## config.mk

```make
export PLATFORM = sky130hd
export DESIGN_NAME = dac_frame_tx_flat
export DESIGN_NICKNAME = d
export VERILOG_FILES = /design/src/rtl/dac_frame_tx_if.sv /design/src/rtl/dac_frame_tx.sv /design/src/flat_wrapper.sv
export SDC_FILE = /design/constraint.sdc
export NUM_CORES = 1
export LEC_CHECK = 0
export ABC_AREA = 1
export CAP_MARGIN = 10
export CORE_UTILIZATION = 64
export CTS_CLUSTER_DIAMETER = 60
export DETAILED_ROUTE_END_ITERATION = 10
export HOLD_SLACK_MARGIN = 0.05
export PLACE_DENSITY = 0.94
export SLEW_MARGIN = 20
export SYNTH_ARGS = -nofsm -noshare
export SYNTH_HDL_FRONTEND = slang
export SYNTH_SLANG_ARGS = --single-unit
```

## constraint.sdc

```tcl
create_clock -name clk_in -period 4.65 [get_ports clk_in]
set_input_delay 0.6975 -clock clk_in [delete_from_list [all_inputs] [get_ports clk_in]]
set_output_delay 0.6975 -clock clk_in [all_outputs]
set_load 0.05 [all_outputs]
```

## src/rtl/dac_frame_tx_if.sv

```systemverilog
// Packed sample bus from the output preprocessor into dac_frame_tx.
// Handshake: data_valid is a one-cycle strobe with no ready; the transmitter
// never back-pressures the producer. A set offered while a sweep is running is
// held one deep (latest wins) and an overwritten set is flagged as overrun.
interface dac_frame_tx_if #(
    parameter int W_CHAN = 16,
    parameter int N_CHAN = 8
);
    logic [W_CHAN*N_CHAN-1:0] data_packed;
    logic [N_CHAN-1:0]        chan_active;
    logic                     data_valid;

    modport master (output data_packed, output chan_active, output data_valid);
    modport slave  (input  data_packed, input  chan_active, input  data_valid);
endinterface

```

## src/rtl/dac_frame_tx.sv

```systemverilog
// dac_frame_tx: snapshots the packed channel bus on a strobe and shifts one
// 32-bit write-and-update frame per active channel to a DAC8568-style serial DAC
// (SYNC/SCLK/DIN, MSB first, DAC samples on SCLK falling edge).
// Optional build macro DAC_INIT_EN: after every reset an INIT state sends one
// internal-reference-on frame before the first sweep.
// The input bus is registered once, so a strobe seen at edge 0 reaches LOAD at
// edge 1 and the first SCLK high at edge 2. All pins come straight from flops.
module dac_frame_tx #(
    parameter int W_CHAN  = 16,
    parameter int N_CHAN  = 8,
    parameter int W_ADDR  = 4,
    parameter int CLK_DIV = 2
) (
    input  logic              clk_in,
    input  logic              rst_n_in,
    dac_frame_tx_if.slave     bus,
    output logic              dac_sync_n_out,
    output logic              dac_sclk_out,
    output logic              dac_din_out,
    output logic              busy_out,
    output logic              frame_done_out,
    output logic [W_ADDR-1:0] chan_addr_out,
    output logic              sweep_done_out,
    output logic              overrun_out,
    output logic [2:0]        dbg_state
);
    localparam int FW    = 12 + W_ADDR + W_CHAN;
    localparam int W_CNT = $clog2(2 * CLK_DIV + 1);
    localparam int W_BIT = $clog2(FW + 1);
    localparam int W_BUS = W_CHAN * N_CHAN;

    typedef enum logic [2:0] {
        S_IDLE  = 3'd0,
        S_LOAD  = 3'd1,
        S_SHIFT = 3'd2,
        S_GAP   = 3'd3
`ifdef DAC_INIT_EN
        , S_INIT = 3'd4
`endif
    } state_t;

`ifdef DAC_INIT_EN
    localparam state_t        S_RESET       = S_INIT;
    localparam logic          INIT_AT_RESET = 1'b1;
    localparam logic [FW-1:0] INIT_FRAME    = {8'h08, {(FW - 9){1'b0}}, 1'b1};
`else
    localparam state_t        S_RESET       = S_IDLE;
    localparam logic          INIT_AT_RESET = 1'b0;
`endif

    state_t              state_q, state_d;
    logic [W_CNT-1:0]    cnt_q, cnt_d;
    logic [W_BIT-1:0]    bit_cnt_q, bit_cnt_d;
    logic [FW-1:0]       shreg_q, shreg_d;
    logic                sync_n_q, sync_n_d;
    logic                sclk_q, sclk_d;
    logic                din_q, din_d;
    logic                busy_q, busy_d;
    logic                frame_done_q, frame_done_d;
    logic                sweep_done_q, sweep_done_d;
    logic                overrun_q, overrun_d;
    logic [W_ADDR-1:0]   chan_addr_q, chan_addr_d;
    logic [W_ADDR-1:0]   cur_addr_q, cur_addr_d;
    logic [W_BUS-1:0]    work_data_q, work_data_d;
    logic [N_CHAN-1:0]   work_mask_q, work_mask_d;
    logic                pend_valid_q, pend_valid_d;
    logic [W_BUS-1:0]    pend_data_q, pend_data_d;
    logic [N_CHAN-1:0]   pend_mask_q, pend_mask_d;
    logic                in_init_q, in_init_d;
    logic                dv_q;
    logic [W_BUS-1:0]    in_data_q;
    logic [N_CHAN-1:0]   in_mask_q;

    logic                strobe;
    logic                start;
    logic [FW-1:0]       load_word;
    logic [W_ADDR-1:0]   sel;
    logic [W_CHAN-1:0]   chan_data;
    logic [N_CHAN-1:0]   low_oh;

    // Register the input bus so the snapshot is taken on the strobe cycle itself.
    always_ff @(posedge clk_in or negedge rst_n_in) begin
        if (!rst_n_in) begin
            dv_q      <= 1'b0;
            in_data_q <= '0;
            in_mask_q <= '0;
        end else begin
            dv_q      <= bus.data_valid;
            in_data_q <= bus.data_packed;
            in_mask_q <= bus.chan_active;
        end
    end

    // State and datapath registers; reset forces the pins idle at once.
    always_ff @(posedge clk_in or negedge rst_n_in) begin
        if (!rst_n_in) begin
            state_q      <= S_RESET;
            cnt_q        <= '0;
            bit_cnt_q    <= '0;
            shreg_q      <= '0;
            sync_n_q     <= 1'b1;
            sclk_q       <= 1'b0;
            din_q        <= 1'b0;
            busy_q       <= 1'b0;
            frame_done_q <= 1'b0;
            sweep_done_q <= 1'b0;
            overrun_q    <= 1'b0;
            chan_addr_q  <= '0;
            cur_addr_q   <= '0;
            work_data_q  <= '0;
            work_mask_q  <= '0;
            pend_valid_q <= 1'b0;
            pend_data_q  <= '0;
            pend_mask_q  <= '0;
            in_init_q    <= INIT_AT_RESET;
        end else begin
            state_q      <= state_d;
            cnt_q        <= cnt_d;
            bit_cnt_q    <= bit_cnt_d;
            shreg_q      <= shreg_d;
            sync_n_q     <= sync_n_d;
            sclk_q       <= sclk_d;
            din_q        <= din_d;
            busy_q       <= busy_d;
            frame_done_q <= frame_done_d;
            sweep_done_q <= sweep_done_d;
            overrun_q    <= overrun_d;
            chan_addr_q  <= chan_addr_d;
            cur_addr_q   <= cur_addr_d;
            work_data_q  <= work_data_d;
            work_mask_q  <= work_mask_d;
            pend_valid_q <= pend_valid_d;
            pend_data_q  <= pend_data_d;
            pend_mask_q  <= pend_mask_d;
            in_init_q    <= in_init_d;
        end
    end

    // Next-state, serializer and status-pulse logic.
    always_comb begin
        state_d      = state_q;
        cnt_d        = cnt_q;
        bit_cnt_d    = bit_cnt_q;
        shreg_d      = shreg_q;
        sync_n_d     = sync_n_q;
        sclk_d       = sclk_q;
        din_d        = din_q;
        busy_d       = busy_q;
        frame_done_d = 1'b0;
        sweep_done_d = 1'b0;
        overrun_d    = 1'b0;
        chan_addr_d  = chan_addr_q;
        cur_addr_d   = cur_addr_q;
        work_data_d  = work_data_q;
        work_mask_d  = work_mask_q;
        pend_valid_d = pend_valid_q;
        pend_data_d  = pend_data_q;
        pend_mask_d  = pend_mask_q;
        in_init_d    = in_init_q;
        start        = 1'b0;
        load_word    = '0;
        sel          = '0;
        chan_data    = '0;

        // Lowest-index remaining channel wins; scan downwards so the last hit is the lowest.
        for (int i = N_CHAN - 1; i >= 0; i--) begin
            if (work_mask_q[i]) begin
                sel       = W_ADDR'(i);
                chan_data = work_data_q[i*W_CHAN +: W_CHAN];
            end
        end
        low_oh = work_mask_q & (~work_mask_q + N_CHAN'(1));

        // An all-zero mask carries no work and is dropped everywhere.
        strobe = dv_q && (in_mask_q != '0);

        // Any strobe outside IDLE (including the last GAP cycle) goes to the pending slot.
        if (strobe && (state_q != S_IDLE)) begin
            pend_valid_d = 1'b1;
            pend_data_d  = in_data_q;
            pend_mask_d  = in_mask_q;
            overrun_d    = pend_valid_q;
        end

        case (state_q)
            S_IDLE: begin
                if (strobe) begin
                    work_data_d = in_data_q;
                    work_mask_d = in_mask_q;
                    busy_d      = 1'b1;
                    state_d     = S_LOAD;
                end
            end
`ifdef DAC_INIT_EN
            S_INIT: begin
                start     = 1'b1;
                load_word = INIT_FRAME;
            end
`endif
            S_LOAD: begin
                start       = 1'b1;
                load_word   = {4'b0000, 4'b0011, sel, chan_data, 4'b0000};
                work_mask_d = work_mask_q & ~low_oh;
                cur_addr_d  = sel;
            end
            S_SHIFT: begin
                if (cnt_q == W_CNT'(CLK_DIV - 1)) begin
                    cnt_d = '0;
                    if (sclk_q) begin
                        sclk_d = 1'b0;
                    end else if (bit_cnt_q == W_BIT'(FW - 1)) begin
                        state_d      = S_GAP;
                        sync_n_d     = 1'b1;
                        din_d        = 1'b0;
                        frame_done_d = !in_init_q;
                        if (!in_init_q) begin
                            chan_addr_d = cur_addr_q;
                        end
                    end else begin
                        sclk_d    = 1'b1;
                        din_d     = shreg_q[FW-1];
                        shreg_d   = {shreg_q[FW-2:0], 1'b0};
                        bit_cnt_d = bit_cnt_q + W_BIT'(1);
                    end
                end else begin
                    cnt_d = cnt_q + W_CNT'(1);
                end
            end
            S_GAP: begin
                if (cnt_q == W_CNT'(2 * CLK_DIV - 1)) begin
                    cnt_d = '0;
                    if (work_mask_q != '0) begin
                        state_d = S_LOAD;
                    end else begin
                        sweep_done_d = !in_init_q;
                        in_init_d    = 1'b0;
                        if (pend_valid_d) begin
                            work_data_d  = pend_data_d;
                            work_mask_d  = pend_mask_d;
                            pend_valid_d = 1'b0;
                            state_d      = S_LOAD;
                        end else begin
                            busy_d  = 1'b0;
                            state_d = S_IDLE;
                        end
                    end
                end else begin
                    cnt_d = cnt_q + W_CNT'(1);
                end
            end
            default: state_d = S_IDLE;
        endcase

        // Frame start: SYNC low, first SCLK high with the MSB already on DIN.
        if (start) begin
            state_d   = S_SHIFT;
            sync_n_d  = 1'b0;
            sclk_d    = 1'b1;
            din_d     = load_word[FW-1];
            shreg_d   = {load_word[FW-2:0], 1'b0};
            cnt_d     = '0;
            bit_cnt_d = '0;
            busy_d    = 1'b1;
        end
    end

    assign dac_sync_n_out = sync_n_q;
    assign dac_sclk_out   = sclk_q;
    assign dac_din_out    = din_q;
    assign busy_out       = busy_q;
    assign frame_done_out = frame_done_q;
    assign chan_addr_out  = chan_addr_q;
    assign sweep_done_out = sweep_done_q;
    assign overrun_out    = overrun_q;
    assign dbg_state      = state_q;
endmodule

```

## src/flat_wrapper.sv

```systemverilog
// flat-port wrapper written by rule: the top's interface ports become plain ports
module dac_frame_tx_flat 
#(
    parameter int W_CHAN  = 16,
    parameter int N_CHAN  = 8,
    parameter int W_ADDR  = 4,
    parameter int CLK_DIV = 2
)
  (clk_in, rst_n_in, dac_sync_n_out, dac_sclk_out, dac_din_out, busy_out, frame_done_out, chan_addr_out, sweep_done_out, overrun_out, dbg_state, bus_data_packed, bus_chan_active, bus_data_valid);
  dac_frame_tx_if #(.W_CHAN(W_CHAN), .N_CHAN(N_CHAN)) bus_i ();
  input  logic clk_in;
  input  logic rst_n_in;
  output logic dac_sync_n_out;
  output logic dac_sclk_out;
  output logic dac_din_out;
  output logic busy_out;
  output logic frame_done_out;
  output logic [W_ADDR-1:0] chan_addr_out;
  output logic sweep_done_out;
  output logic overrun_out;
  output logic [2:0] dbg_state;
  input wire logic [$bits(bus_i.data_packed)-1:0] bus_data_packed;
  input wire logic [$bits(bus_i.chan_active)-1:0] bus_chan_active;
  input wire logic [$bits(bus_i.data_valid)-1:0] bus_data_valid;
  assign bus_i.data_packed = bus_data_packed;
  assign bus_i.chan_active = bus_chan_active;
  assign bus_i.data_valid = bus_data_valid;
  dac_frame_tx #(.W_CHAN(W_CHAN), .N_CHAN(N_CHAN), .W_ADDR(W_ADDR), .CLK_DIV(CLK_DIV)) u_core (.clk_in(clk_in), .rst_n_in(rst_n_in), .bus(bus_i), .dac_sync_n_out(dac_sync_n_out), .dac_sclk_out(dac_sclk_out), .dac_din_out(dac_din_out), .busy_out(busy_out), .frame_done_out(frame_done_out), .chan_addr_out(chan_addr_out), .sweep_done_out(sweep_done_out), .overrun_out(overrun_out), .dbg_state(dbg_state));
endmodule
```

Yosys cells after proc, flatten, opt, wreduce, memory -nomap -nowiden
Cells that the tools add are included.
- output and inout port bits: 14
- bits of input ports: 139
- flip-flop bits (word level): 469
- word-level logic and storage cells: 157
- reductions and logical operators: 22
- add/subtract/negate cells: 3
- bitwise logic cells: 5
- muxes and demuxes: 86
- eq/ne operators: 20
- operators by type and width (kind ; count):
    $mux 128 ; 5
    $pmux 128 s2 ; 1
    $mux 32 ; 5
    $mux 16 ; 8
    $mux 8 ; 5
    $mux 1 ; 34
    $mux 3 ; 11
    $mux 6 ; 5
    $mux 4 ; 7
    $mux 26 ; 1
    $pmux 8 s3 ; 1
    $and 8x8->8 ; 2
    $not 8->8 ; 2
    $reduce_bool 8->1 ; 2
    $reduce_and 5->1 ; 3
    $ne 3x1->1 const B ; 4
    $pmux 3 s4 ; 1
    $reduce_and 4->1 ; 3
    $reduce_bool 3->1 ; 4
    $ne 2x1->1 const B ; 5
    $eq 3x2->1 const B ; 3
    $add 8x1->8 const B ; 1
    $reduce_bool 2->1 ; 4
    $add 6x1->6 const B ; 1
    other kinds (14) ; 18

Depth between registers and ports, before layout
Gate-level depths: netlist (run 1).
- depth after elaboration: 10
- gate-level depth with buffers: 13

Worst setup path after synthesis (run 1)
No wires, ideal clock.
- kind: flip-flop to flip-flop
- start point: register u_core.state_q[0] (netlist: u_core.dbg_state[0])
- end point: register u_core.work_data_q[107]
- data arrival time: 2.146 ns
- stages on the path, launching flop included: 10
- required time: 4.533 ns
- slack: 2.387 ns
- clock period less this slack: 2.263 ns
- buffers on the path: 3
- path through: dfrtp_1 > inv_1 > ha_1 > inv_1 > clkbuf_1 > nand2_1 > clkbuf_1 > clkbuf_1 > nand3_1 > nand2_1
- word-level cells in the longest chain between the ends: 7
- elaborated cells between the ends (all ways): 16
- classes of those cells: eq/ne: 5; mux: 6; reduce/logical: 5
- RTL lines (item ; RTL line ; text):
    from (decl) ; dac_frame_tx.sv:51 ; state_t state_q, state_d;
    from (signal assigned) ; dac_frame_tx.sv:117 ; state_q <= state_d;
    $reduce_bool 3->1 ; dac_frame_tx.sv:178 ; if (strobe && (state_q != S_IDLE)) begin
    $logic_and 1x1->1 ; dac_frame_tx.sv:178 ;
    $mux 128 ; dac_frame_tx.sv:178 ;
    $mux 128 ; dac_frame_tx.sv:237 ; if (pend_valid_d) begin
    $mux 128 ; dac_frame_tx.sv:232 ; if (work_mask_q != '0) begin
    $mux 128 ; dac_frame_tx.sv:230 ; if (cnt_q == W_CNT'(2 * CLK_DIV - 1)) begin
    $pmux 128 s2 ; dac_frame_tx.sv:185 ; case (state_q)
    to (signal assigned) ; dac_frame_tx.sv:130 ; work_data_q <= work_data_d;
    to (decl) ; dac_frame_tx.sv:64 ; logic [W_BUS-1:0] work_data_q, work_data_d;
Several ways; a longest one is shown, not always the timed one. The select of a mux whose other input is x is not followed.
A chain may end at the register's enable or synchronous reset.

Final worst setup path (run 1)
- start point: register u_core.work_mask_q[1]
- end point: register u_core.work_mask_q[2]
- word-level cells in the longest chain between the ends: 6
- elaborated cells between the ends (all ways): 9
- classes of those cells: add/sub: 1; eq/ne: 1; mux: 1; bitwise: 4; reduce/logical: 2
- RTL lines (item ; RTL line ; text):
    from (decl) ; dac_frame_tx.sv:65 ; logic [N_CHAN-1:0] work_mask_q, work_mask_d;
    from (signal assigned) ; dac_frame_tx.sv:131 ; work_mask_q <= work_mask_d;
    $not 8->8 ; dac_frame_tx.sv:172 ; low_oh = work_mask_q & (~work_mask_q + N_CHAN'(1));
    $add 8x1->8 ; dac_frame_tx.sv:172 ;
    $and 8x8->8 ; dac_frame_tx.sv:172 ;
    $not 8->8 ; dac_frame_tx.sv:203 ; work_mask_d = work_mask_q & ~low_oh;
    $and 8x8->8 ; dac_frame_tx.sv:203 ;
    $pmux 8 s3 ; dac_frame_tx.sv:185 ;
Several ways; a longest one is shown, not always the timed one.

==> results of run 1 <==
[registers in the layout, summed over array words and instances (netlist names)]
register               cells
u_core.cnt_q               3
u_core.dv_q                1
u_core.dbg_state           2
u_core.sweep_done_out      1
u_core.dac_sync_n_out      1
u_core.chan_addr_out       3
u_core.busy_out            1
u_core.frame_done_out      1
u_core.overrun_out         1
u_core.pend_mask_q         8
u_core.dac_sclk_out        1
u_core.shreg_q            27
u_core.work_data_q       128
u_core.pend_data_q       128
u_core.cur_addr_q          3
u_core.bit_cnt_q           6
u_core.dac_din_out         1
u_core.pend_valid_q        1
u_core.in_mask_q           8
u_core.work_mask_q         8
u_core.in_data_q         128
[worst paths after layout]
kind | slack, ns | endpoint | depth (start not counted) | from
hold reg to reg | 0.47 | u_core.work_data_q[98]$_DFFE_PN0P_ | 2 | u_core.work_data_q[98]$_DFFE_PN0P_
hold / removal | 0.28 | u_core.pend_data_q[122]$_DFF_PN0_ | 1 | rst_n_in
max in group asynchronous | 3.24 | u_core.in_data_q[9]$_DFF_PN0_ | 2 | rst_n_in
min in group clk_in | 0.47 | u_core.work_data_q[98]$_DFFE_PN0P_ | 2 | u_core.work_data_q[98]$_DFFE_PN0P_
setup / recovery | 1.13 | u_core.work_mask_q[2]$_DFFE_PN0P_ | 12 | u_core.work_mask_q[1]$_DFFE_PN0P_
setup reg to reg | 1.13 | u_core.work_mask_q[2]$_DFFE_PN0P_ | 12 | u_core.work_mask_q[1]$_DFFE_PN0P_
[kinds of logic after synthesis]
logic type | Yosys count
AOI/OAI and AO/OA | 111
adders and majority gates | 12
DFF | 461
other | 1
and+or+nand+nor | 1511
muxes | 3
buffers and inverters | 488
[cells in the final DEF (no fill, tap or decap), types with 3 or more instances in the layout]
master             n
a211oi_1           9
a21oi_1           26
a221oi_1           7
a22oi_1           10
and2_1           137
buf_12             4
buf_4             21
clkbuf_1           9
clkbuf_16         49
clkbuf_8          13
clkdlybuf4s50_1  149
clkinv_1           3
clkinv_2           5
dfrtp_1          459
ha_1              11
inv_1            319
inv_2              3
mux2i_1            3
nand2_1          806
nand2_4            4
nand3_1          310
nand4_1          140
nor2_1           102
o211ai_1          17
o21a_1            10
o21ai_0           23
o22ai_1            8
[per-stage QoR]
stage | cells | setup slack (ns) | power, mW
floorplan | 2588 | 2.387 | 11.41
global placement | 3044 | 1.405 | 12.66
detailed placement | 3044 | 1.244 | 13.07
CTS | 3124 | 1.242 | 16.95
global route | 3125 | 0.8372 | 18.19
finish | 3125 | 1.129 | 17.13
[per-layer routing]
| metal | vias to the layer above | track usage [%] | part of all wire (%) |
|---|---|---|---|
| li1 | 8274 | - | - |
| met1 | 8766 | 44.74 | 39 |
| met2 | 1144 | 53.21 | 48 |
| met3 | 204 | 5.276 | 9.5 |
| met4 | 0 | 15.20 | 4.1 |
| met5 | - | 0 | 0 |
[worst reg2reg max path, delay by kind of cell (launching register included)]
| kind | cells | cell delay (ns) |
|---|---|---|
| buf+inv | 3 | 1.53 |
| flops | 1 | 0.42 |
| simple gates | 9 | 1.44 |
[final cells by class]
type                            instances  share of cell area, %
Sequential cell                       461                  47.36
Multi-Input combinational cell       1639                  31.82
Timing Repair Buffer                  176                  7.204
Clock buffer                           71                  5.905
Inverter                              327                  5.053
Tap cell                              442                  2.270
Clock inverter                          9                 0.3902
[power by group through the flow]
stage | Clock, mW | Sequential (mW) | Combinational [mW]
6_report | 3.75 | 6.26 | 7.13
5_1_grt | 3.93 | 6.36 | 7.90
4_1_cts | 3.77 | 6.21 | 6.97
2_1_floorplan | 0 | 5.99 | 5.41
3_3_place_gp | 0 | 6.19 | 6.48
3_5_place_dp | 0 | 6.24 | 6.83
==> impl_metrics.yaml, run 1 <==
clock_network:
  numCtsBuffers: 48
  clock_latency_ns: 0.56
  root_buffer: "clkbuf_16"
  htree_levels: 2
  path_clk_slew_ns: 0.07
  postCtsHoldBufs: 0
  cts-resized-gates: 0
  postCtsSetupRepairBufs: 0
  tritoncts: "done"
  clock_path_buffers: 3
  cts.sinks: 461
timing:
  rsz0062_at_grt: "false"
  worst_slew_pin_slew_ns: 1.142
  setup_viol: 0
  slew_viol_final: 0
  timing.final.crit_period_ns: 3.521
  timing.final.hold_violations: 0
  fin_skew_ns: 0.02304
  max-slew-margin-rel_pct: 23.88
  finalCritPeriodShare_pct: 75.72
  timing.fmax_mhz: 284.0
  tns_ns: 0
  hold_slack_ns: 0.2768
job:
  drv_cap: 0
detailed_routing:
  dr.pass1.iters: 9
  avgRoutedWirePerCell_um: 17.62
  drc_errors: 0
  routed_wl_um: 55060
  vias: 18390
  avgViaCountPerCell: 5.884
  ant_nets: 0
  drtIter0Drc: 2431
logic_synthesis:
  synthMostInstantiatedCell: "nand2_1"
  yosysWarnings: 0
  yosys_register_bits: 461
  ys_seq_area_share_pct: 54.18
  synth.avg_cell_area_um2: 8.231
  netlist.area_leader.share_pct: 54.06
  synth_top_family_by_area: "simple AND/OR/NAND/NOR gates"
  synthAdderAreaFrac_pct: 0.7051
  synth_mux_area_share_pct: 0.1410
  yosys.area_share.simple_pct: 31.98
  netlist_area_um2: 21290
  synth_edf_count: 0
  synthXorXnorAreaFrac_pct: 0
  synth_compound_area_share_pct: 3.326
  yosys.area.top_type: "dfrtp_1"
  synth_common_cells: "nand2_1 (808), dfrtp_1 (460), inv_1 (320), nand3_1 (311), nand4_1 (140)"
  synthArstFlopShare_pct: 100.0
  synth_top_flop_cell: "dfrtp_1"
  ys_top_cells_by_area: "dfrtp_1 (54%), nand2_1 (14%), nand3_1 (7.3%), inv_1 (5.6%), nand4_1 (4.1%)"
  synthCells: 2587
  ys_types: 36
worst_setup_path:
  worstSetupEndpointType: "flip-flop"
  cp_top_family: "buffers and inverters"
  critPathMaxStageDelay_ns: 0.73
  crit_chain: "inv_2, nand2_4, nor3_4, nand2_1, nand2_1, nand3_2, nor2_4, buf_4, buf_4, nand2_2, nand2_1, nand2_1"
  path_buf_inv: 3
  worstPathMaxFanout: 73
  cp_common_cell: "nand2_1"
  criticalPathCategory: "flip-flop to flip-flop"
  crit_path_top_delay_cell: "buf_4"
  arrival_ns: 3.95
  cp-start-kind: "flip-flop"
  critical_path_required_ns: 5.08
power_and_ir_drop:
  p_int_mw: 9.867
  vdd_drop_max_mv: 0.5236
  p_leak_nw: 12.72
  p_sw_mw: 7.266
  switching_share_pct: 42.41
  seqPwrFrac_pct: 36.5
  pwr-share-comb_pct: 41.6
  p_per_area_nw_per_um2: 703.1
  p_clk_share_pct: 21.9
grt:
  antenna_found_initial: 0
  grt_max_degree: 126
  grtUsageTotal_pct: 33.19
  grt_pass1_wl_um: 89620
  overflow: 0
  grt_pass1_vias: 17910
floorplanning:
  coreArea_um2: 32620
  die_h_um: 184.4
  die_w_um: 184.4
  core.rowCount: 66
  initial_core_util_pct: 65.28
  die_area_um2: 34010
  ios: 153
placement:
  placed_area_um2: 22810
  io_buffers: 150
  hpwlAfterDp_um: 33500
  gp_congestion: 0.9718
worst_hold_path:
  hold_class: "input port to asynchronous set/reset pin"
finish:
  diodes: 0
  fillers: 2076
  utilization_pct: 74.70
  drive_gt1_share_pct: 4.361
  syn2layout_area_growth_pct: 14.43
  multiInputGateArea_um2: 7752
  stdcell_area_um2: 24370
  regArea_um2: 11540
  nets: 2804
status:
  status: "finished clean"
No activity file was read; power rests on OpenSTA's default activity.
==> inputs of run 2 (changes only) <==
CORE_UTILIZATION = 59   (was 64)
PLACE_DENSITY = 0.88   (was 0.94)
clock period = 3.5 ns   (was 4.65 ns; I/O delays follow)
==> impl_metrics.yaml, run 2 (synthesis gave the netlist of run 1 again) <==
detailed_routing:
  drtIter0Drc: 1804
  dr.pass1.iters: 8
  routed_wl_um: 53480
  avgViaCountPerCell: 5.703
  ant_nets: 0
  vias: 18030
  avgRoutedWirePerCell_um: 16.91
  drc_errors: 0
clock_network:
  clock_path_buffers: 3
  numCtsBuffers: 47
  root_buffer: "clkbuf_16"
  clock_latency_ns: 0.59
  tritoncts: "done"
  cts.sinks: 461
  postCtsSetupRepairBufs: 0
  htree_levels: 2
  path_clk_slew_ns: 0.06
finish:
  nets: 2815
  final_common_cell: "nand2_1"
  final_cell_mix: "nand2_1 (806), dfrtp_1 (459), inv_1 (319)"
  fillers: 2636
  largestRegisters: "u_core.in_data_q (128), u_core.pend_data_q (128), u_core.work_data_q (128)"
  syn2layout_area_growth_pct: 15.23
  diodes: 0
  drive_gt1_share_pct: 4.998
  stdcell_area_um2: 24540
grt:
  antenna_found_initial: 0
  grt_pass1_wl_um: 87190
  grtUsageTotal_pct: 29.71
  grt_max_degree: 129
  grt_pass1_vias: 17050
  overflow: 0
timing:
  timing.final.hold_violations: 0
  finalCritPeriodShare_pct: 91.73
  fin_skew_ns: 0.01918
  max-slew-margin-rel_pct: 25.30
  tns_ns: 0
  timing.final.crit_period_ns: 3.211
  setup_viol: 0
  timing.fmax_mhz: 311.5
  rsz0062_at_grt: "false"
  worst_slew_pin_slew_ns: 1.121
  slew_viol_final: 0
worst_setup_path:
  worstSetupEndpointType: "flip-flop"
  cp_num_cells: 9
  cp-start-kind: "flip-flop"
  ff2ff_path_depth: 9
  critical_path_required_ns: 3.96
  critPathMaxStageDelay_ns: 0.67
  criticalPathCategory: "flip-flop to flip-flop"
  crit_path_top_delay_cell: "buf_4"
  path_buf_inv: 5
  cp_top_family: "buffers and inverters"
  arrival_ns: 3.67
  worstPathMaxFanout: 128
  crit_chain: "inv_1, ha_1, inv_4, buf_6, buf_4, nand2_4, buf_12, nand3_1, nand2_1"
placement:
  hpwlAfterDp_um: 33540
  gp_congestion: 0.9214
  io_buffers: 150
  placed_area_um2: 22980
job:
  drv_cap: 0
worst_hold_path:
  hold_path_depth: 1
  hold_class: "input port to flip-flop"
power_and_ir_drop:
  p_per_area_nw_per_um2: 926.5
  vdd_drop_max_mv: 1.062
  p_leak_nw: 12.80
floorplanning:
  die_w_um: 192.0
  ios: 153
  initial_core_util_pct: 59.87
  die_h_um: 192.0
  coreArea_um2: 35570
  die_area_um2: 36860
  core.rowCount: 69
status:
  status: "finished clean"
## run 2: cell types whose count changed in the layout (fill, tap and decap cells not counted), moves of 2 or more
cell,delta
clkinv_2,+7
buf_4,+6
buf_12,+4
clkbuf_1,-2
clkbuf_16,-2
clkinvlp_4,+2
inv_6,+2
## run 2: power by group
group | internal [mW] | switching (mW)
logic | 3.11 | 6.48
clock network | 2.88 | 2.12
registers | 7.20 | 0.938
total | 13.2 | 9.54
## run 2: path summary, 6_finish.rpt
| kind | startpoint | to | slack [ns] |
|---|---|---|---|
| max | u_core.dbg_state[0]$_DFFE_PN0P_ | u_core.work_data_q[95]$_DFFE_PN0P_ | 0.29 |
| min | bus_data_packed[34] | u_core.in_data_q[34]$_DFF_PN0_ | 0.38 |
| max reg2reg | u_core.dbg_state[0]$_DFFE_PN0P_ | u_core.work_data_q[95]$_DFFE_PN0P_ | 0.29 |
| min reg2reg | u_core.work_data_q[97]$_DFFE_PN0P_ | u_core.work_data_q[97]$_DFFE_PN0P_ | 0.47 |
| max in group asynchronous | rst_n_in | u_core.pend_data_q[73]$_DFF_PN0_ | 1.99 |
| min in group asynchronous | rst_n_in | u_core.work_data_q[15]$_DFFE_PN0P_ | 0.62 |
## run 2: area by class of cell
type                    count  area [um^2]  share of cell area [%]
flip-flops and latches    461        11540                   47.03
clock inverters            20        173.9                  0.7088
inverters                 327         1231                   5.018
well taps                 461        576.8                   2.351
clock buffers              66         1368                   5.573
repair buffers            187         1891                   7.705
multi-input cells        1640         7756                   31.61
## run 2: worst reg2reg max path: stages, from the launching register on
cell and delay, ns:
dfrtp_1 0.50, inv_1 0.17, ha_1 0.28, inv_4 0.09
buf_6 0.55, buf_4 0.68, nand2_4 0.14, buf_12 0.28
nand3_1 0.31, nand2_1 0.08
## run 2: metal layers
metal | wire length, um | track usage (%) | up-vias
met2 | 25070 | 46.56 | 900
li1 | - | - | 8304
met3 | 4529 | 4.495 | 124
met5 | 46 | 0 | -
met4 | 1829 | 11.60 | 2
met1 | 22010 | 41.85 | 8704
## run 2: stage by stage
stage	instances	worst slack [ns]	util [%]	power [mW]	hold slack, ns
finish	3162	0.2895	68.98	22.73	0.3764
global route	3162	0.1407	68.98	24.24	0.3617
CTS	3161	0.1916	68.96	22.57	0.3554
detailed placement	3074	0.2337	64.59	17.46	0.4585
global placement	3074	0.3713	64.59	17.00	0.4537
floorplan	2588	1.237	-	15.15	0.2294
## run 2: timing repair
item | CTS | global route
hold buffers | 1 | 0
resized for setup | 0 | 1
endpoints found under the hold margin | 4 | 0
endpoints found under the setup margin | 0 | 55
